[config.mk]
export PLATFORM = sky130hd
export DESIGN_NAME = pmem_scheduler
export DESIGN_NICKNAME = d
export VERILOG_FILES = /design/src/rtl/pmem_scheduler.sv
export SDC_FILE = /design/constraint.sdc
export NUM_CORES = 1
export LEC_CHECK = 0
export CAP_MARGIN = 20
export CORE_AREA = 8 8 650 652
export CTS_CLUSTER_SIZE = 14
export DETAILED_ROUTE_END_ITERATION = 10
export DIE_AREA = 0 0 658 660
export PLACE_DENSITY_LB_ADDON = 0.08
export SLEW_MARGIN = 40
export SYNTH_ARGS = -nofsm -noshare
export SYNTH_HDL_FRONTEND = slang
export SYNTH_SLANG_ARGS = --single-unit
export TNS_END_PERCENT = 10
[constraint.sdc]
create_clock -name clk -period 13.1 [get_ports clk]
set_clock_uncertainty 0.15 [all_clocks]
set_input_delay 2.62 -clock clk [delete_from_list [all_inputs] [get_ports clk]]
set_output_delay 2.62 -clock clk [all_outputs]
set_load 0.01 [all_outputs]
[src/rtl/pmem_scheduler.sv]
// rtl/pmem_scheduler.sv - shares the cacheline-adaptor port between I-cache, D-cache and I-prefetcher
// Optional: define PMEM_PF_COALESCE_EN to let an I-cache miss piggyback on an in-flight prefetch of the same line.
module pmem_scheduler #(
    parameter int STARVE_LIMIT = 4,
    parameter int CNT_W        = 3
) (
    input  logic         clk,
    input  logic         rst,
    input  logic         ic_read,
    input  logic [31:0]  ic_address,
    output logic [255:0] ic_rdata,
    output logic         ic_resp,
    input  logic         dc_read,
    input  logic         dc_write,
    input  logic [31:0]  dc_address,
    input  logic [255:0] dc_wdata,
    output logic [255:0] dc_rdata,
    output logic         dc_resp,
    input  logic         pf_read,
    input  logic [31:0]  pf_address,
    output logic [255:0] pf_rdata,
    output logic         pf_resp,
    output logic         mem_read,
    output logic         mem_write,
    output logic [31:0]  mem_address,
    output logic [255:0] mem_wdata,
    input  logic [255:0] mem_rdata,
    input  logic         mem_resp
);

    localparam logic [CNT_W-1:0] AGE_MAX = CNT_W'(STARVE_LIMIT);

    typedef enum logic [2:0] {IDLE, GNT_IC, GNT_DR, GNT_DW, GNT_PF} state_t;

    state_t           state, state_next;
    logic [CNT_W-1:0] age_cnt, age_cnt_next;
    logic [31:0]      grant_address;
    logic             launch;
    logic             done;
    logic             coalesce_hit;

`ifdef PMEM_PF_COALESCE_EN
    // mem_address holds the prefetch line for the whole GNT_PF tenure
    assign coalesce_hit = (state == GNT_PF) && ic_read &&
                          (ic_address[31:5] == mem_address[31:5]);
`else
    assign coalesce_hit = 1'b0;
`endif

    always_comb begin
        state_next = state;
        case (state)
            IDLE: begin
                if (ic_read && (age_cnt == AGE_MAX)) state_next = GNT_IC;
                else if (dc_write)                   state_next = GNT_DW;
                else if (dc_read)                    state_next = GNT_DR;
                else if (ic_read)                    state_next = GNT_IC;
                else if (pf_read)                    state_next = GNT_PF;
            end
            default: begin
                if (mem_resp) state_next = IDLE;
            end
        endcase
    end

    always_comb begin
        grant_address = 32'h0;
        case (state_next)
            GNT_IC:         grant_address = ic_address;
            GNT_DR, GNT_DW: grant_address = dc_address;
            GNT_PF:         grant_address = pf_address;
            default:        grant_address = 32'h0;
        endcase
    end

    assign launch = (state == IDLE) && (state_next != IDLE);
    assign done   = (state != IDLE) && mem_resp;

    // Aging only tracks D grants taken while an I-fetch is actually waiting
    always_comb begin
        age_cnt_next = age_cnt;
        if (!ic_read)
            age_cnt_next = '0;
        else if (launch && (state_next == GNT_IC))
            age_cnt_next = '0;
        else if (launch && ((state_next == GNT_DR) || (state_next == GNT_DW)) && (age_cnt < AGE_MAX))
            age_cnt_next = age_cnt + CNT_W'(1);
        else if (coalesce_hit && mem_resp)
            age_cnt_next = '0;
    end

    always_ff @(posedge clk or posedge rst) begin
        if (rst) begin
            state       <= IDLE;
            age_cnt     <= '0;
            mem_read    <= 1'b0;
            mem_write   <= 1'b0;
            mem_address <= 32'h0;
            mem_wdata   <= '0;
        end else begin
            state   <= state_next;
            age_cnt <= age_cnt_next;
            if (launch) begin
                mem_read    <= (state_next != GNT_DW);
                mem_write   <= (state_next == GNT_DW);
                mem_address <= grant_address & 32'hFFFF_FFE0;
                mem_wdata   <= (state_next == GNT_DW) ? dc_wdata : '0;
            end else if (done) begin
                mem_read  <= 1'b0;
                mem_write <= 1'b0;
            end
        end
    end

    assign ic_resp = mem_resp && ((state == GNT_IC) || coalesce_hit);
    assign dc_resp = mem_resp && ((state == GNT_DR) || (state == GNT_DW));
    assign pf_resp = mem_resp && (state == GNT_PF);

    assign ic_rdata = ic_resp ? mem_rdata : '0;
    assign dc_rdata = dc_resp ? mem_rdata : '0;
    assign pf_rdata = pf_resp ? mem_rdata : '0;

endmodule

# Yosys cells after proc, flatten, opt, wreduce, memory -nomap -nowiden
# Cells that the tools add are included.
# W data, S select, Z words.
[word_totals]
register_bits = 291
inputBits = 615
output_inout_bits = 1061
word_cells = 53
[op_classes]
addsub = 1
order_cmp = 1
eq_ne = 11
mux = 18
n_reduce_logical = 16
[ops]
columns = ["cell", "n"]
rows = [
  ["$mux W256", 4],
  ["$pmux W32 S3", 1],
  ["$mux W3", 10],
  ["$eq A3 B2 Y1 const B", 4],
  ["$eq A3 B3 Y1 const B", 3],
  ["$logic_and A1 B1 Y1", 9],
  ["$eq A3 B1 Y1 const B", 2],
  ["$reduce_bool A3 Y1", 2],
  ["$add A3 B1 Y3 const B", 1],
  ["$logic_not A3 Y1", 1],
  ["$lt A3 B3 Y1 const B", 1],
  ["$mux W1", 3],
  ["$ne A3 B1 Y1 const B", 1],
  ["$ne A3 B2 Y1 const B", 1],
  ["$logic_or A1 B1 Y1", 2],
  ["$reduce_bool A2 Y1", 1],
  ["$reduce_or A2 Y1", 1],
]

# Depth between registers and ports, before layout
[depth]
ltp_word = 13
depth_mapped = 8
ltp_nobuf = 6

# Worst setup path after synthesis
# OpenSTA, ideal clock, no wires.
[synth_timing]
path_type = "input-to-output"
start = "input mem_resp"
end = "output ic_rdata[100]"
t_arrival_ps = 3785
required_ps = 10330
path_slack_ps = 6545
stages = 4
path_cell_list = "nor4b_1 clkbuf_1 clkbuf_1 and2_1"
[synth_between]
elab_chain_len = 2
[synth_lines]
columns = ["item", "line", "text"]
rows = [
  ["from (decl)", "28", "input logic mem_resp"],
  ["$logic_and A1 B1 Y1", "115", "assign ic_resp = mem_resp && ((state == GNT_IC) || coalesce_hit);"],
  ["$mux W256", "119", "assign ic_rdata = ic_resp ? mem_rdata : '0;"],
  ["to (decl)", "11", "output logic [255:0] ic_rdata,"],
]
# No other way between the ends.

# Worst setup path after layout
[layout_timing]
start = "input mem_resp"
end = "output pf_rdata[93]"
[layout_between]
elab_chain_len = 2
[layout_lines]
columns = ["item", "line", "text"]
rows = [
  ["$logic_and A1 B1 Y1", "117", "assign pf_resp = mem_resp && (state == GNT_PF);"],
  ["$mux W256", "121", "assign pf_rdata = pf_resp ? mem_rdata : '0;"],
  ["to (decl)", "21", "output logic [255:0] pf_rdata,"],
]
# No other way between the ends.

==> results.yml <==
synthesis:
  synth_edf_count: 0
  synth_seq_cells: 291
  synth-seq-area-share_pct: 45.6
  yosys_warnings: 0
  ys_async_sr_fraction_pct: 100
  netlist_area_sq_mm: 0.0160
  synth_ff_type: "dfrtp_1"
  syn_area_per_cell_sq_um: 9.73
  syn-instance-count: 1640
  synth_cell_type_count: 38
clocking:
  clk_pin_slew_ns: 0.06
  cts_root_buffer: "clkbuf_16"
  cts_tree: "yes"
  cts_buffer_depth: 3
  post_cts_resized: 0
  insertion_delay_ns: 0.66
  cts_setup_buffers: 0
  numCtsBuffers: 49
  ctsHtreeMaxLevel: 2
  clkSinkCount: 291
  hold_buffers: 0
placement:
  place_hpwl_microns: 215000
  place.gp.congestion: 0.770
  placed_cells: 8641
  port_buffers: 1655
setup_path:
  start_kind: "input port"
  crit_path_top_delay_cell: "clkdlybuf4s50_1"
  critPathTopFamily: "buffers and inverters"
  crit_fanout: 69
  crit_path_frequent_cell: "clkdlybuf4s50_1"
  worst-endpoint-arrival_ns: 5.99
  critPathCaptureType: "output port"
  critical_path_class: "in2out"
  crit_required_ns: 10.33
  path_buf_inv: 4
  cpPeakStageDelay_ns: 0.80
  path_cells: "clkdlybuf4s50_1 > and3_4 > buf_12 > buf_16 > and2_1 > clkdlybuf4s50_1"
floorplan:
  dieArea_sq_mm: 0.434
  boundaryPins: 1676
  start_util_pct: 3.88
  rows: 236
  fp.dieW_microns: 658
  dieHeight_microns: 660
  coreArea_sq_mm: 0.412
timing:
  max_freq_mhz: 114
  tightest_slew_ns: 0.975
  layout_worst_path_cycle_share_pct: 66.9
  rsz0062_at_grt: "false"
  fin_crit_ns: 8.76
  final.setup.tns_ns: 0
  finalHoldViolCount: 0
  whs_ns: 0.346
  setup_viol: 0
  drv_slew: 0
  slew_headroom_pct: 35.0
layout:
  drive_gt1_share_pct: 4.11
  fillCellCount: 47602
  syn_to_final_growth_pct: 157
  fin_util_pct: 9.98
  final_nets: 3837
  fin_cells: 8796
worst_hold_path:
  hold_class: "reg2reg"
route:
  dr.pass1.iters: 4
  viasPerCell: 2.29
  first_iter_violations: 849
  routedWlPerCell_microns: 28.2
  postRouteAntennaNets: 0
  routed_wirelength_microns: 248000
  drc: 0
  vias: 20112
power_and_ir_drop:
  p_leak_nw: 14.5
  power.density_mw_per_mm2: 166
  ir_worst_vdd_mv: 0.101
job:
  maxCapViolCount: 0
grt:
  grt_antenna_before_repair: 144
  grt_max_degree: 171
  grt-ovfl-total: 0
  grt_pass1_vias: 20914
  grt.total_usage_pct: 10.8
  grt_pass1_wl_microns: 297000
status:
  outcome: "finished, final reports clean"
==> final timing paths <==
kind / cells past startpoint / slack [ns] / start / to
max in group asynchronous: 3 / 9.27 / rst / mem_wdata[133]
setup reg to reg: 8 / 8.99 / state[1] / mem_wdata[147]
setup / recovery: 6 / 4.34 / mem_resp / pf_rdata[93]
hold / removal: 1 / 0.35 / mem_wdata[55] / mem_wdata[55]
hold reg to reg: 1 / 0.35 / mem_wdata[55] / mem_wdata[55]
min in group asynchronous: 2 / 2.35 / rst / mem_wdata[254]
==> kinds of logic (layout without fill, tap and decap cells) <==
kind of cell               count (synthesis)  count (layout)  share of synthesized area (%)
adders and majority gates                  2               2                          0.157
xor gates and xnor gates                   1               1                         0.0549
muxes                                      1               1                         0.0627
AOI/OAI and AO/OA                        354             354                           18.1
buffers and inverters                    170            1786                           4.36
other                                      1              67                         0.0235
and+or+nand+nor                          820             820                           31.6
DFF                                      291             291                           45.6
==> placed cells by master, fill, tap and decap left out, types with 3 or more instances in the layout <==
master	synthesis	layout
clkbuf_16	0	49
a22o_1	256	256
clkbuf_1	132	9
buf_2	22	5
conb_1	1	5
bufinv_16	0	4
clkbuf_8	0	13
clkinv_2	0	8
a21oi_1	58	57
buf_6	0	5
a32oi_1	27	27
nor2_1	35	35
buf_12	0	7
clkdlybuf4s50_1	0	1650
dfrtp_1	291	291
buf_16	0	5
inv_1	4	3
buf_4	8	17
and2_1	768	768
diode_2	0	62
nor3_1	3	3
==> registers in the layout, summed over array words and instances, names as in the netlist <==
signal and cells:
mem_read 1, mem_address 27, mem_wdata 256, mem_write 1
state 3, age_cnt 3
==> Yosys cell counts, drive strengths merged, types with 3 or more instances <==
cell type  instances  share of area, %
clkbuf           132               3.1
and3               3              0.12
a22o             256                14
nor2              35              0.82
and2             769                30
a32oi             27               1.5
a21oi             58               1.8
dfrtp            291                46
inv                4             0.094
nor3               3             0.094
buf               33               1.1
==> stage by stage <==
stage | worst slack, ns | instance area, sq um | total power [mW]
after floorplan | 2.30 | 16000 | 2.85
after global placement | 4.21 | 39100 | 5.62
after CTS | 4.22 | 40900 | 7.15
final | 4.34 | 41100 | 6.81
after detailed placement | 4.22 | 39200 | 5.59
after global routing | 4.10 | 41000 | 7.26
==> where the power goes <==
part | leakage [nW] | total, mW | switching [mW] | internal, mW
logic | 9.78 | 3.79 | 2.04 | 1.75
registers | 3.85 | 1.58 | 0.261 | 1.32
clock network | 0.835 | 1.44 | 0.596 | 0.845
total | 14.5 | 6.81 | 2.90 | 3.91
==> final cells by class <==
| type | count | area [sq um] | area share [%] |
|---|---|---|---|
| sequential | 291 | 7280 | 17.7 |
| multi-input combinational | 1183 | 8060 | 19.6 |
| clock buffer | 71 | 1440 | 3.50 |
| antenna | 62 | 155 | 0.378 |
| timing repair buffer | 1690 | 17000 | 41.4 |
| tap | 5474 | 6850 | 16.7 |
| clock inverter | 20 | 260 | 0.633 |
| inverter | 5 | 31.3 | 0.0761 |
==> layer usage <==
layer | wire (microns) | vias up | track usage, %
met5 | 338 | - | 0
li1 | - | 8826 | -
met2 | 140000 | 1002 | 21.9
met4 | 4750 | 48 | 1.69
met3 | 17600 | 257 | 3.47
met1 | 85100 | 9979 | 10.7
(Power assumes the default switching activity.)
